===== src/rtl/amo_sequencer.sv =====
// rtl/amo_sequencer.sv - RV32A LR/SC/AMO load-compute-store sequencer for a multicycle core
// Holds the LR/SC reservation and drives the ALU decoder during the AMO compute step.
`ifndef ALU_OP_WIDTH
`define ALU_OP_WIDTH 5
`endif
`ifndef AMO_OP_WIDTH
`define AMO_OP_WIDTH 4
`endif
`ifndef ALU_OP_ADD
`define ALU_OP_ADD 5'd0
`endif
`ifndef ALU_OP_AMO
`define ALU_OP_AMO 5'd20
`endif
`ifndef AMO_OP_ADD
`define AMO_OP_ADD  4'd0
`define AMO_OP_SWAP 4'd1
`define AMO_OP_LR   4'd2
`define AMO_OP_SC   4'd3
`define AMO_OP_XOR  4'd4
`define AMO_OP_AND  4'd5
`define AMO_OP_OR   4'd6
`define AMO_OP_MIN  4'd7
`define AMO_OP_MAX  4'd8
`define AMO_OP_MINU 4'd9
`define AMO_OP_MAXU 4'd10
`endif

module amo_sequencer #(
   parameter int RESV_ADDR_LSB = 2
) (
   input  logic                     clk,
   input  logic                     reset,
   input  logic                     start,
   input  logic [4:0]               funct5,
   input  logic [31:0]              addr,
   input  logic [31:0]              rs2,
   input  logic                     resv_clear,
   output logic                     busy,
   output logic                     done,
   output logic                     fault_misaligned,
   output logic                     fault_illegal,
   output logic                     mem_valid,
   output logic                     mem_wr,
   output logic [31:0]              mem_addr,
   output logic [31:0]              mem_wdata,
   output logic [3:0]               mem_wstrb,
   input  logic                     mem_ready,
   input  logic [31:0]              mem_rdata,
   output logic [`ALU_OP_WIDTH-1:0] alu_op,
   output logic [`AMO_OP_WIDTH-1:0] amo_op,
   output logic [31:0]              alu_a,
   output logic [31:0]              alu_b,
   input  logic [31:0]              alu_result,
   output logic                     rd_we,
   output logic [31:0]              rd_wdata
);
   typedef enum logic [2:0] {S_IDLE, S_LOAD, S_CALC, S_STORE, S_DONE, S_FAULT} state_t;

   state_t                     r_state;
   logic                       r_busy, r_done, r_fault_mis, r_fault_ill;
   logic                       r_mem_valid, r_mem_wr;
   logic [31:0]                r_mem_addr, r_mem_wdata;
   logic [3:0]                 r_mem_wstrb;
   logic [`ALU_OP_WIDTH-1:0]   r_alu_op;
   logic [`AMO_OP_WIDTH-1:0]   r_amo_op;
   logic [31:0]                r_old, r_rs2, r_rd, r_rd_wdata;
   logic                       r_rd_we;
   logic [31:RESV_ADDR_LSB]    r_tag;
   logic                       r_resv_valid;
   logic [31:RESV_ADDR_LSB]    r_resv_addr;

   logic                       w_legal;
   logic [`AMO_OP_WIDTH-1:0]   w_code;
   logic                       w_resv_hit;

   always_comb begin
      w_legal = 1'b1;
      w_code  = `AMO_OP_ADD;
      case (funct5)
         5'b00010: w_code = `AMO_OP_LR;
         5'b00011: w_code = `AMO_OP_SC;
         5'b00001: w_code = `AMO_OP_SWAP;
         5'b00000: w_code = `AMO_OP_ADD;
         5'b00100: w_code = `AMO_OP_XOR;
         5'b01100: w_code = `AMO_OP_AND;
         5'b01000: w_code = `AMO_OP_OR;
         5'b10000: w_code = `AMO_OP_MIN;
         5'b10100: w_code = `AMO_OP_MAX;
         5'b11000: w_code = `AMO_OP_MINU;
         5'b11100: w_code = `AMO_OP_MAXU;
         default:  w_legal = 1'b0;
      endcase
   end

   // A same-cycle resv_clear must defeat an SC that would otherwise match.
   assign w_resv_hit = r_resv_valid && (r_resv_addr == addr[31:RESV_ADDR_LSB]) && !resv_clear;

   always_ff @(posedge clk or posedge reset) begin
      if (reset) begin
         r_state      <= S_IDLE;
         r_busy       <= 1'b0;
         r_done       <= 1'b0;
         r_fault_mis  <= 1'b0;
         r_fault_ill  <= 1'b0;
         r_mem_valid  <= 1'b0;
         r_mem_wr     <= 1'b0;
         r_mem_addr   <= '0;
         r_mem_wdata  <= '0;
         r_mem_wstrb  <= '0;
         r_alu_op     <= `ALU_OP_ADD;
         r_amo_op     <= '0;
         r_old        <= '0;
         r_rs2        <= '0;
         r_rd         <= '0;
         r_rd_we      <= 1'b0;
         r_rd_wdata   <= '0;
         r_tag        <= '0;
         r_resv_valid <= 1'b0;
         r_resv_addr  <= '0;
      end else begin
         r_done      <= 1'b0;
         r_rd_we     <= 1'b0;
         r_fault_mis <= 1'b0;
         r_fault_ill <= 1'b0;
         r_alu_op    <= `ALU_OP_ADD;
         case (r_state)
            S_IDLE: if (start) begin
               r_busy     <= 1'b1;
               r_amo_op   <= w_code;
               r_rs2      <= rs2;
               r_tag      <= addr[31:RESV_ADDR_LSB];
               r_mem_addr <= {addr[31:2], 2'b00};
               if (addr[1:0] != 2'b00) begin
                  r_state     <= S_FAULT;
                  r_fault_mis <= 1'b1;
               end else if (!w_legal) begin
                  r_state     <= S_FAULT;
                  r_fault_ill <= 1'b1;
               end else if (w_code == `AMO_OP_SC) begin
                  if (w_resv_hit) begin
                     r_state     <= S_STORE;
                     r_mem_valid <= 1'b1;
                     r_mem_wr    <= 1'b1;
                     r_mem_wstrb <= 4'hF;
                     r_mem_wdata <= rs2;
                     r_rd        <= 32'd0;
                  end else begin
                     r_state      <= S_DONE;
                     r_done       <= 1'b1;
                     r_rd_we      <= 1'b1;
                     r_rd_wdata   <= 32'd1;
                     r_resv_valid <= 1'b0;
                  end
               end else begin
                  r_state     <= S_LOAD;
                  r_mem_valid <= 1'b1;
                  r_mem_wr    <= 1'b0;
                  r_mem_wstrb <= 4'h0;
               end
            end
            S_LOAD: if (mem_ready) begin
               r_mem_valid <= 1'b0;
               r_old       <= mem_rdata;
               if (r_amo_op == `AMO_OP_LR) begin
                  r_state      <= S_DONE;
                  r_resv_valid <= 1'b1;
                  r_resv_addr  <= r_tag;
                  r_done       <= 1'b1;
                  r_rd_we      <= 1'b1;
                  r_rd_wdata   <= mem_rdata;
               end else begin
                  r_state  <= S_CALC;
                  r_alu_op <= `ALU_OP_AMO;
               end
            end
            S_CALC: begin
               r_state     <= S_STORE;
               r_mem_valid <= 1'b1;
               r_mem_wr    <= 1'b1;
               r_mem_wstrb <= 4'hF;
               r_mem_wdata <= (r_amo_op == `AMO_OP_SWAP) ? r_rs2 : alu_result;
               r_rd        <= r_old;
            end
            S_STORE: if (mem_ready) begin
               r_state     <= S_DONE;
               r_mem_valid <= 1'b0;
               r_mem_wr    <= 1'b0;
               r_mem_wstrb <= 4'h0;
               r_done      <= 1'b1;
               r_rd_we     <= 1'b1;
               r_rd_wdata  <= r_rd;
               if (r_amo_op == `AMO_OP_SC)
                  r_resv_valid <= 1'b0;
            end
            S_DONE, S_FAULT: begin
               r_state <= S_IDLE;
               r_busy  <= 1'b0;
            end
            default: begin
               r_state <= S_IDLE;
               r_busy  <= 1'b0;
            end
         endcase
         if (resv_clear)
            r_resv_valid <= 1'b0;
      end
   end

   assign busy             = r_busy;
   assign done             = r_done;
   assign fault_misaligned = r_fault_mis;
   assign fault_illegal    = r_fault_ill;
   assign mem_valid        = r_mem_valid;
   assign mem_wr           = r_mem_wr;
   assign mem_addr         = r_mem_addr;
   assign mem_wdata        = r_mem_wdata;
   assign mem_wstrb        = r_mem_wstrb;
   assign alu_op           = r_alu_op;
   assign amo_op           = r_amo_op;
   assign alu_a            = r_old;
   assign alu_b            = r_rs2;
   assign rd_we            = r_rd_we;
   assign rd_wdata         = r_rd_wdata;
endmodule


===== config.mk =====
export PLATFORM = sky130hd
export DESIGN_NAME = amo_sequencer
export DESIGN_NICKNAME = d
export VERILOG_FILES = /design/src/rtl/amo_sequencer.sv
export SDC_FILE = /design/constraint.sdc
export NUM_CORES = 1
export LEC_CHECK = 0
export ABC_AREA = 1
export BUFFER_PORTS_ARGS = -buffer_cell sky130_fd_sc_hd__buf_2
export CORE_MARGIN = 3
export CORE_UTILIZATION = 30
export DETAILED_ROUTE_END_ITERATION = 16
export PLACE_DENSITY = 0.64
export SLEW_MARGIN = 20
export SYNTH_ARGS = -nofsm -noshare
export SYNTH_HDL_FRONTEND = slang
export SYNTH_SLANG_ARGS = --single-unit

===== constraint.sdc =====
create_clock -name clk -period 6.7 [get_ports clk]
set_input_delay 0.335 -clock clk [delete_from_list [all_inputs] [get_ports clk]]
set_output_delay 0.335 -clock clk [all_outputs]
set_load 0.01 [all_outputs]

Word-level counts from Yosys, hierarchy flattened
Index checks and enable logic that the tools add are counted.
W data, S select, Z words.

storage, ports and cells
  register bits after elaboration = 243
  output and inout port bits = 180

cells by class
  equal/unequal tests = 38
  bitwise operators = 1
  reductions and logical operators = 24
  muxes and demuxes = 84

operators with widths
  cell                  count
  $mux W32              19
  $pmux W32 S2          2
  $pmux W32 S3          1
  $pmux W4 S10          1
  $mux W1               37
  $eq A30 B30 Y1        1
  $ne A3 B3 Y1 const B  10
  $mux W3               8
  $mux W4               6
  $eq A5 B5 Y1 const B  4
  $ne A2 B2 Y1 const B  9
  $reduce_and A6 Y1     3
  $mux W5               3
  $eq A4 B2 Y1 const B  3
  $pmux W1 S3           4
  $pmux W3 S4           1
  $pmux W4 S3           1
  $reduce_or A11 Y1     1
  $eq A5 B2 Y1 const B  2
  $eq A5 B4 Y1 const B  2
  $reduce_and A10 Y1    1
  $reduce_and A9 Y1     1
  $reduce_bool A3 Y1    3
  $eq A3 B2 Y1 const B  2
  17 further kinds      22

Longest topological paths before layout
Gate-level depths: netlist of the first run.

  word-level depth = 10
  gate-level depth with buffers = 15
  gate-level depth less buffers = 13

Least setup slack after synthesis of the first run
Ideal clock, no wire load.

  path type = register to register
  from = register r_amo_op[2] (netlist: amo_op[2])
  to = register r_resv_addr[11] (netlist name)
  required time = 6.570 ns
  cell stages (with the launch flop) = 8
  library setup time = 0.130 ns
  path buffers = 1
  clock period less this slack = 1.589 ns
  slack = 5.111 ns
  arrival = 1.459 ns
  path through = dfrtp_1 -> nor2_2 -> inv_1 -> nor3_2 -> inv_1 -> nor3_4 -> clkbuf_1 -> o21ai_0

on the way
  longest elaborated chain between the ends = 2

ends and longest elaborated chain
  element                             line  source
  from (decl)                         66    logic [`AMO_OP_WIDTH-1:0] r_amo_op;
  from (signal assigned)              130   r_amo_op <= w_code;
  $eq A4 B2 Y1 (no source line)       -
  $reduce_and A3 Y1 (no source line)  -
  to (signal assigned)                168   r_resv_addr <= r_tag;
  to (decl)                           71    logic [31:RESV_ADDR_LSB] r_resv_addr;

Every way passes these cells.
A chain may end at the register's enable or synchronous reset.

Worst setup path in the final report of the first run
  from = register r_state[0]
  to = register r_rd_wdata[26] (netlist: rd_wdata[26])

on the way
  longest elaborated chain between the ends = 3
  elaborated cells between the ends (all ways) = 14

ends and longest elaborated chain
  element                                                              line  source
  from (decl)                                                          60    state_t r_state;
  from (signal assigned)                                               101   r_state <= S_IDLE;
  from (signal assigned)                                               135   r_state <= S_FAULT;
  from (signal assigned)                                               138   r_state <= S_FAULT;
  $eq A3 B1 Y1, or another cell as far along                           127   case (r_state)
  $ne A2 B2 Y1 (no source line) or $reduce_bool A3 Y1 (tied branches)  -
  $reduce_and A9 Y1 (no source line)                                   -
  to (signal assigned)                                                 171   r_rd_wdata <= mem_rdata;
  to (signal assigned)                                                 192   r_rd_wdata <= r_rd;
  to (decl)                                                            67    logic [31:0] r_old, r_rs2, r_rd, r_rd_wdata;

Several ways; a longest one is shown, not always the timed one.

==> results of run 1 <==
-- flip-flops by register name (all words and copies together), names as in the netlist, 3 cells and up --
name,cells
r_resv_addr,30
amo_op,4
alu_a,32
rd_wdata,32
alu_b,32
mem_addr,30
mem_wdata,32
r_rd,32
r_state,3
-- routing by layer --
| layer | track usage | vias to the layer above | share of wire |
|---|---|---|---|
| li1 | - | 5069 | - |
| met1 | 0.242 | 4866 | 0.44 |
| met2 | 0.294 | 364 | 0.47 |
| met3 | 0.0356 | 70 | 0.065 |
| met4 | 0.0666 | 2 | 0.032 |
| met5 | 0 | - | 0.00036 |
-- cells in the mapped netlist (all sizes together) (3+ instances only) --
library cell,number,area (sq um)
a21oi,18,93.8
buf,42,268
clkbuf,36,135
dfrtp,235,5880
inv,131,492
nand2,614,2320
nand3,40,215
nand4,37,231
nor2,43,196
nor3,5,41.3
nor4,3,18.8
o21ai,199,996
xnor2,6,52.6
-- cells by family after synthesis --
logic type             share of synthesized area
AND/OR/NAND/NOR                            0.276
other                                   0.000341
AO/OA/AOI/OAI                              0.102
buffers and inverters                     0.0816
flip-flops                                 0.534
XOR/XNOR                                 0.00557
-- worst max-delay path by stage --
stage	start	endpoint	slack (ps)
after floorplan	reset	alu_a[0]	3290
after global placement	r_state[0]	rd_wdata[0]	3370
after detailed placement	r_state[0]	rd_wdata[26]	3240
after CTS	r_state[0]	rd_wdata[26]	3280
after global routing	r_state[1]	rd_wdata[18]	3010
final	r_state[0]	rd_wdata[26]	3300
-- stage by stage --
stage / total power (uW) / setup WS, ps / instances / area [sq um] / utilization
floorplan: 4140 / 3290 / 1422 / 11000 / -
global placement: 5160 / 3370 / 2128 / 12900 / 0.359
detailed placement: 5230 / 3240 / 2128 / 12900 / 0.359
CTS: 6850 / 3280 / 2204 / 14100 / 0.394
global route: 7310 / 3010 / 2205 / 14100 / 0.394
finish: 6770 / 3300 / 2205 / 14100 / 0.394
-- timing repair --
action	4_1_cts	5_1_grt
hold buffers	28	0
setup endpoints to repair	0	0
hold endpoints to repair	55	0
gates resized for setup	0	0
-- cells in the final DEF (no fill, tap or decap), types with 2 or more instances in the layout --
| cell type | n |
|---|---|
| a21oi_1 | 17 |
| buf_2 | 312 |
| buf_4 | 10 |
| bufinv_16 | 3 |
| clkbuf_1 | 4 |
| clkbuf_16 | 28 |
| clkbuf_8 | 8 |
| clkinvlp_4 | 3 |
| conb_1 | 5 |
| dfrtp_1 | 235 |
| dlygate4sd3_1 | 28 |
| inv_1 | 125 |
| inv_2 | 6 |
| nand2_1 | 609 |
| nand2_2 | 3 |
| nand2_4 | 2 |
| nand3_1 | 37 |
| nand3_2 | 2 |
| nand4_1 | 37 |
| nor2_1 | 35 |
| nor2_2 | 5 |
| nor2_4 | 3 |
| nor3_1 | 3 |
| nor4_1 | 3 |
| o21ai_0 | 197 |
| o21ai_1 | 2 |
| xnor2_1 | 6 |
-- layout make-up --
class	instances	share of cell area
antenna	1	0.000177
clock buffer	40	0.0585
clock inverter	8	0.00958
inverter	132	0.0354
multi-input combinational	977	0.302
sequential	235	0.417
tap	461	0.0409
timing repair buffer	351	0.137
-- power groups by stage --
stage	clock network (uW)	registers, uW	logic, uW
6_report	1580	2560	2630
3_5_place_dp	0	2570	2670
5_1_grt	1680	2640	2980
2_1_floorplan	0	2670	1470
3_3_place_gp	0	2550	2600
4_1_cts	1620	2560	2670
-- critical path: cells and delay by family (launching register included) --
family	cells	cell delay (ps)
AND/OR/NAND/NOR	7	2720
flip-flops	1	420
buffers and inverters	1	90
==> run metrics, run 1 <==
status=finished, final reports clean; # Post-CTS Setup Buffers=0; Psw=~2800 uW; CTS clock-pin slew for the worst setup and hold paths=approximately 60 ps; share of power burned in registers=0.378; Worst-Margin Slew=1040 ps; row count=roughly 70; Core Footprint=35800 sq um; Top FF cell, synth=dfrtp_1; critical path type=reg2reg; final setup fails=0; multi-input logic area=between 4000 and 5000 sq um; Hold WS=16.4 ps; Post-DRT Antenna Nets=0; hold path start=rs2[1]; post-DP HPWL=approximately 26000 um; WHS Path Cells=3; fin crit share=0.507; Routed WL=36100 um; fill count=~3700; CTS Buf Count=28; crit-path max FO=35; Slowest-stage cell, CP=nand3_2; grt ovf=0; number of global-route vias before repair=between 10000 and 15000; Crit. End Element=register; crit-path cells=inv_1, nor2_2, nand2_2, nor2_1, nor2_4, nand3_2, nand2_1, nand2_1; Sink Count=235; initial antenna violation count=3; post-synthesis cell count=~1400; Worst Skew=around 22 ps; clk_lat worst skew=560 ps; Worst R2R Start=r_state[0]; overall track demand over capacity in global routing=0.181; CP peak stage delay=830 ps; Fin. Hold Viols=0; Slew headroom=0.305; Setup TNS=0 ps; DRT iter0 DRCs=497; layout cell share with drive strength beyond 1=0.225; Syn Area/Cell=just under 8 sq um; Starting Density=0.307; R2R Setup Slk=3300 ps; synthesis-to-finish area growth=28.2%; WP data arrival=between 3000 and 4000 ps; register area=approximately 5900 sq um; Hold WC Path Type=in2reg; RSZ-0062 raised after global routing=no; full die area=39000 sq um; fmax=around 300 MHz; Logic pwr share=0.388; Crit path top cell by count=nand2_1; Max Transition Viols Final=0; P_leak=approximately 0.0077 uW; htree depth=1; CP required=between 7000 and 8000 ps; DRC viols=0; Synth Register Bits=between 200 and 250; Critical Path Source Type=register; die width=around 200 um; mapped cell area=11000 sq um; Final min period=between 3000 and 4000 ps; cells on worst reg2reg path=8; Buffers on Ports=312; VDD IR max=between 0.2 and 0.25 mV; global-route wire length before repair=56400 um; largest net degree at the start of global routing=~120; Placer Congestion=roughly 0.91; power density over cell area=480 nW/um^2; clk buf depth=3; DR WL/cell=~16 um; Internal=just under 4000 uW; switch share=0.421; Vias/cell=about 4.7; share of flip-flops with an asynchronous set or reset=1.00; register area share after synthesis=0.534; CTS Root Cell=clkbuf_16; Hold Path Sink=alu_b[1]; r2r endpoint=rd_wdata[26]; CTS tree=built; number of flops mapped to enable cells by yosys=0; Yosys warnings=0; Ports=318; Initial DRT Pass Iterations=5; Nets=roughly 1900; DIE HEIGHT=between 150 and 200 um; max-cap viol count=0; library cells used by synthesis=35; Clk pwr share=0.233; Via Count=10400
Power figures use the tool's default switching activity.
==> inputs of run 2 (changes only) <==
--- a/config.mk
+++ b/config.mk
@@ -5,7 +5,7 @@
 export SDC_FILE = /design/constraint.sdc
 export NUM_CORES = 1
 export LEC_CHECK = 0
-export ABC_AREA = 1
+export ABC_AREA = 0
 export BUFFER_PORTS_ARGS = -buffer_cell sky130_fd_sc_hd__buf_2
 export CORE_MARGIN = 3
 export CORE_UTILIZATION = 30
==> constraint.sdc (replaced) <==
create_clock -name clk -period 3.1 [get_ports clk]
set_input_delay 0.155 -clock clk [delete_from_list [all_inputs] [get_ports clk]]
set_output_delay 0.155 -clock clk [all_outputs]
set_load 0.01 [all_outputs]
==> run 2 against run 1 <==
Against the previous run: sequential share of layout area down 0.94 points; critical endpoint is now rd_wdata[31]; cell area is 2.3% higher; clock power is 100% higher; global-route usage decreased by 2.5 points; sequential power increased by 110%.
==> run metrics, run 2 <==
CTS Hold Bufs=between 100 and 150; Synth Register Bits=roughly 240; initial antenna violation count=0; Routed WL=approximately 31000 um; Sink Count=235; Buffers on Ports=between 300 and 400; Via Count=about 8600; final setup fails=0; synthesis-to-finish area growth=37.7%; overall track demand over capacity in global routing=0.156; Hold WS=around 46 ps; Hold WC Path Type=in2reg; largest cells by area after synthesis=dfrtp_1 (56%), nand2_1 (9.4%), mux2_2 (6.4%); layout cell share with drive strength beyond 1=0.358; VDD IR max=approximately 0.53 mV; Setup TNS=0 ps; P_leak=slightly above 0.007 uW; n_diodes=0; Post-DRT Antenna Nets=0; Starting Density=0.309; final core utilization=0.425; WP data arrival=roughly 3000 ps; fill count=around 3200; fmax=roughly 390 MHz; Synth top cells by count=nand2_1 (264), dfrtp_1 (235), o21ai_0 (69); Final min period=2570 ps; DIE HEIGHT=roughly 190 um; die width=between 150 and 200 um; met2 Resource Use GR=0.266; CTS Root Cell=clkbuf_16; Worst Skew=13.6 ps; Placer Congestion=between 0.7 and 0.8; DRT iter0 DRCs=roughly 430; area leader, netlist=dfrtp_1; cts repair resizes=0; met3 Usage GRT=0.0418; number of global-route vias before repair=roughly 8700; fin area=approximately 14000 sq um; number of flops mapped to enable cells by yosys=0; Vias/cell=~4.8; post-DP HPWL=about 20000 um; Slew headroom=0.433; clk_lat worst skew=530 ps; Top FF cell, synth=dfrtp_1; power density over cell area=a little under 1000 nW/um^2; critical path type=reg2reg; Critical Path Source Type=register; CTS tree=built; post-synthesis cell count=~940; fin crit share=0.829; Nets=about 1500; count leader, synth=nand2_1; crit-path max FO=30; Yosys warnings=0; Worst-Margin Slew=about 850 ps; CTS clock-pin slew for the worst setup and hold paths=~60 ps; Fin. Hold Viols=0; DRC viols=0; clk buf depth=3; Ports=around 320; status=finished, final reports clean; Max Transition Viols Final=0; RSZ-0062 raised after global routing=no; CP required=roughly 3500 ps; DR WL/cell=~17 um; commonest cells after routing, fill and taps aside=buf_2 (312), nand2_1 (263), dfrtp_1 (235); Syn Area/Cell=around 11 sq um; worst slack at placement=589 ps; PnR worst setup slack=about 530 ps; share of flip-flops with an asynchronous set or reset=1.00; Core Footprint=approximately 34000 sq um; Initial DRT Pass Iterations=4; max-cap viol count=0; Post-DP Area=12500 sq um; met1 usage=0.202; largest net degree at the start of global routing=between 80 and 90; Crit. End Element=register; Synth top area share=0.561; grt ovf=0; layer with the highest usage=met2; register area share after synthesis=0.561; global-route wire length before repair=around 47000 um; htree depth=1; commonest non-fill, non-tap cell in the layout=buf_2; mapped cell area=10500 sq um; row count=67; full die area=around 37000 sq um; # Post-CTS Setup Buffers=0; library cells used by synthesis=just under 50; CTS Buf Count=27
[run 2: cell types whose count changed in the layout (fill, tap and decap cells not counted), sizes merged, moves of 12 or more]
cell / change
nor2: -27
nand4: -34
nand3: -37
buf: +12
dlygate4sd3: +75
xor2: +29
mux2i: +33
o21ai: -130
a22o: +64
a21oi: -13
nand2: -350
inv: -126
mux2: +94
[run 2: metrics by stage]
stage | power [uW] | instances
3_3_place_gp | 10800 | 1656
6_report | 14200 | 1807
2_1_floorplan | 8840 | 942
4_1_cts | 14400 | 1807
5_1_grt | 15200 | 1807
3_5_place_dp | 11000 | 1656
[run 2: where the power goes]
group          total, uW  internal [uW]  switching (uW)
Sequential          5500           4480            1030
Combinational       5510           2600            2910
Clock               3230           1970            1250
Total              14200           9050            5190
[run 2: final timing paths]
| kind | start | to | slack (ps) | depth (start not counted) |
|---|---|---|---|---|
| setup / recovery | r_resv_addr[2] | rd_wdata[31] | 530 | 7 |
| hold / removal | alu_result[12] | mem_wdata[12] | 50 | 5 |
| setup reg to reg | r_resv_addr[2] | rd_wdata[31] | 530 | 7 |
| hold reg to reg | mem_addr[12] | mem_addr[12] | 490 | 2 |
| max in group asynchronous | reset | mem_wdata[16] | 1880 | 4 |
| min in group asynchronous | reset | r_resv_valid | 330 | 3 |
[run 2: cells by family after synthesis]
group | synth area share
buffers and inverters | 0.0390
AOI/OAI and AO/OA | 0.102
xor gates and xnor gates | 0.0259
other | 0.000358
muxes | 0.143
DFF | 0.561
and+or+nand+nor | 0.129
[run 2: worst max-delay path, stage by stage (launching register included)]
cell     delay, ps
dfrtp_1        380
xor2_1         160
nor4_1         400
nand2_1        280
nor3_4         270
o31a_2         270
buf_12         280
mux2_2         380
[run 2: metal layers]
metal  part of all wire  routed length, um  up-vias
met5                  0                  0        -
met3              0.073               2230       32
met2               0.48              14600      255
met1               0.43              13200     4299
met4              0.017                528        0
li1                   -                  -     4018
[run 2: layout make-up]
cell class              instances  area (sq um)  share of cell area
clock buffers                  40           815              0.0564
clock inverters                 8          96.3             0.00667
inverters                       6          26.3             0.00182
multi-input cells             632          4230               0.293
flip-flops and latches        235          5880               0.407
well taps                     448           561              0.0388
repair buffers                438          2830               0.196
==> inputs of run 3 (changes only) <==
--- a/config.mk
+++ b/config.mk
@@ -10,7 +10,7 @@
 export CORE_MARGIN = 3
 export CORE_UTILIZATION = 30
 export DETAILED_ROUTE_END_ITERATION = 16
-export PLACE_DENSITY = 0.64
+export PLACE_DENSITY = 0.62
 export SLEW_MARGIN = 20
 export SYNTH_ARGS = -nofsm -noshare
 export SYNTH_HDL_FRONTEND = slang
==> constraint.sdc (replaced) <==
create_clock -name clk -period 2.5 [get_ports clk]
set_input_delay 0.125 -clock clk [delete_from_list [all_inputs] [get_ports clk]]
set_output_delay 0.125 -clock clk [all_outputs]
set_load 0.01 [all_outputs]
==> run 3 against run 2 <==
Against the previous run: critical path depth unchanged; clock power up 28%; non-clock buffer count up 20; first-iteration DRC count shrank 32%; sequential cell count is the same; combinational power up 26%; via count up 0.30%; critical endpoint is now rd_wdata[30]; largest power group unchanged.
==> run metrics, run 3 (same netlist as run 2, synthesis figures left out) <==
met2 wire len=around 15000 um; metal3 WL=around 2100 um; Crit. End Element=register; CTS clock-pin slew for the worst setup and hold paths=approximately 60 ps; Hold WC Path Type=in2reg; synthesis-to-finish area growth=40.2%; P_leak=approximately 0.0073 uW; Fin. Hold Viols=0; cts repair resizes=0; Placer Congestion=about 0.8; CP required=2910 ps; Initial DRT Pass Iterations=5; die width=between 150 and 200 um; Vias/cell=approximately 4.7; Via Count=8630; fin crit share=0.949; clk_lat worst skew=roughly 520 ps; dpl cells=~1700; wl on met1=about 13000 um; # Post-CTS Setup Buffers=0; VDD IR max=roughly 0.65 mV; Max Transition Viols Final=0; DR WL/cell=17.0 um; Hold WS=between 20 and 30 ps; htree depth=1; top layer in use=met5; overall track demand over capacity in global routing=0.160; layout cell share with drive strength beyond 1=0.359; Starting Density=0.309; global-route wire length before repair=48200 um; full die area=around 37000 sq um; Slew headroom=0.410; Buffers on Ports=around 310; Routed WL=between 30000 and 40000 um; fmax=~420 MHz; commonest cells after routing, fill and taps aside=buf_2 (312), nand2_1 (263), dfrtp_1 (235); power density over cell area=approximately 1200 nW/um^2; CTS Root Cell=clkbuf_16; Nets=about 1500; row count=67; max-cap viol count=0; Worst-Margin Slew=slightly below 900 ps; cells on worst reg2reg path=7; n_diodes=0; CTS Hold Bufs=~110; status=finished, final reports clean; CTS Buf Count=27; initial antenna violation count=1; Ports=318; Critical Path Source Type=register; final cell count without fillers=1827; final setup fails=0; Worst Skew=roughly 11 ps; RSZ-0062 raised after global routing=no; post-DP HPWL=20700 um; DIE HEIGHT=slightly below 200 um; largest net degree at the start of global routing=73; DRC viols=0; Post-DRT Antenna Nets=0; Core Footprint=approximately 34000 sq um; Sink Count=roughly 240; DRT iter0 DRCs=293; clk buf depth=3; number of global-route vias before repair=~8700; critical path type=reg2reg; WHS Path Cells=5; Final min period=approximately 2400 ps; commonest non-fill, non-tap cell in the layout=buf_2; crit-path max FO=24; Tot Pwr=about 18000 uW; CTS tree=built; WP data arrival=about 2800 ps; grt ovf=0
run 3: changes by cell type in the layout (fill, tap and decap cells not counted), sizes merged:
| cell | before | now |
|---|---|---|
| bufinv | 2 | 5 |
| clkbuf | 40 | 36 |
| clkinvlp | 2 | 1 |
| clkinv | 5 | 7 |
| buf | 335 | 346 |
| dlygate4sd3 | 103 | 112 |
run 3: stage by stage:
stage / setup TNS (ps) / utilization / instance area (sq um) / setup WS [ps]
6_report: 0 / 0.433 / 14700 / 128
5_1_grt: 0 / 0.433 / 14700 / 17.5
4_1_cts: 0 / 0.433 / 14700 / 103
3_5_place_dp: 0 / 0.373 / 12700 / 128
3_3_place_gp: 0 / 0.373 / 12700 / 138
2_1_floorplan: -165180 / - / 10500 / -703
run 3: cell type report:
cell class | count | area, sq um
timing repair buffer | 458 | 3080
inverter | 6 | 26.3
clock inverter | 12 | 185
multi-input combinational | 632 | 4230
tap | 448 | 561
sequential | 235 | 5880
clock buffer | 36 | 739
fill | 3209 | 19300
run 3: power breakdown:
part	switching, uW	internal [uW]	total (uW)
Clock	1550	2580	4130
Combinational	3600	3360	6960
Sequential	1290	5550	6840
Total	6440	11500	17900
run 3: final timing paths:
check                               start               end  slack [ps]
setup / recovery           r_resv_addr[2]      rd_wdata[30]         130
hold / removal             alu_result[10]     mem_wdata[10]          30
setup reg to reg           r_resv_addr[2]      rd_wdata[30]         130
hold reg to reg                  r_rd[18]          r_rd[18]         500
max in group asynchronous           reset     mem_wdata[27]        1440
min in group asynchronous           reset  fault_misaligned         230
run 3: routing by layer:
| metal | GRT usage | up-vias |
|---|---|---|
| li1 | - | 4057 |
| met1 | 0.212 | 4235 |
| met2 | 0.271 | 291 |
| met3 | 0.0347 | 45 |
| met4 | 0.0359 | 2 |
| met5 | 0 | - |
run 3: worst max-delay path, stage by stage (launching register included):
cell and delay (ps):
dfrtp_1 380, xor2_1 160, nor4_1 360, nand2_1 260
nor3_4 290, o31a_2 210, buf_12 230, mux2_2 360
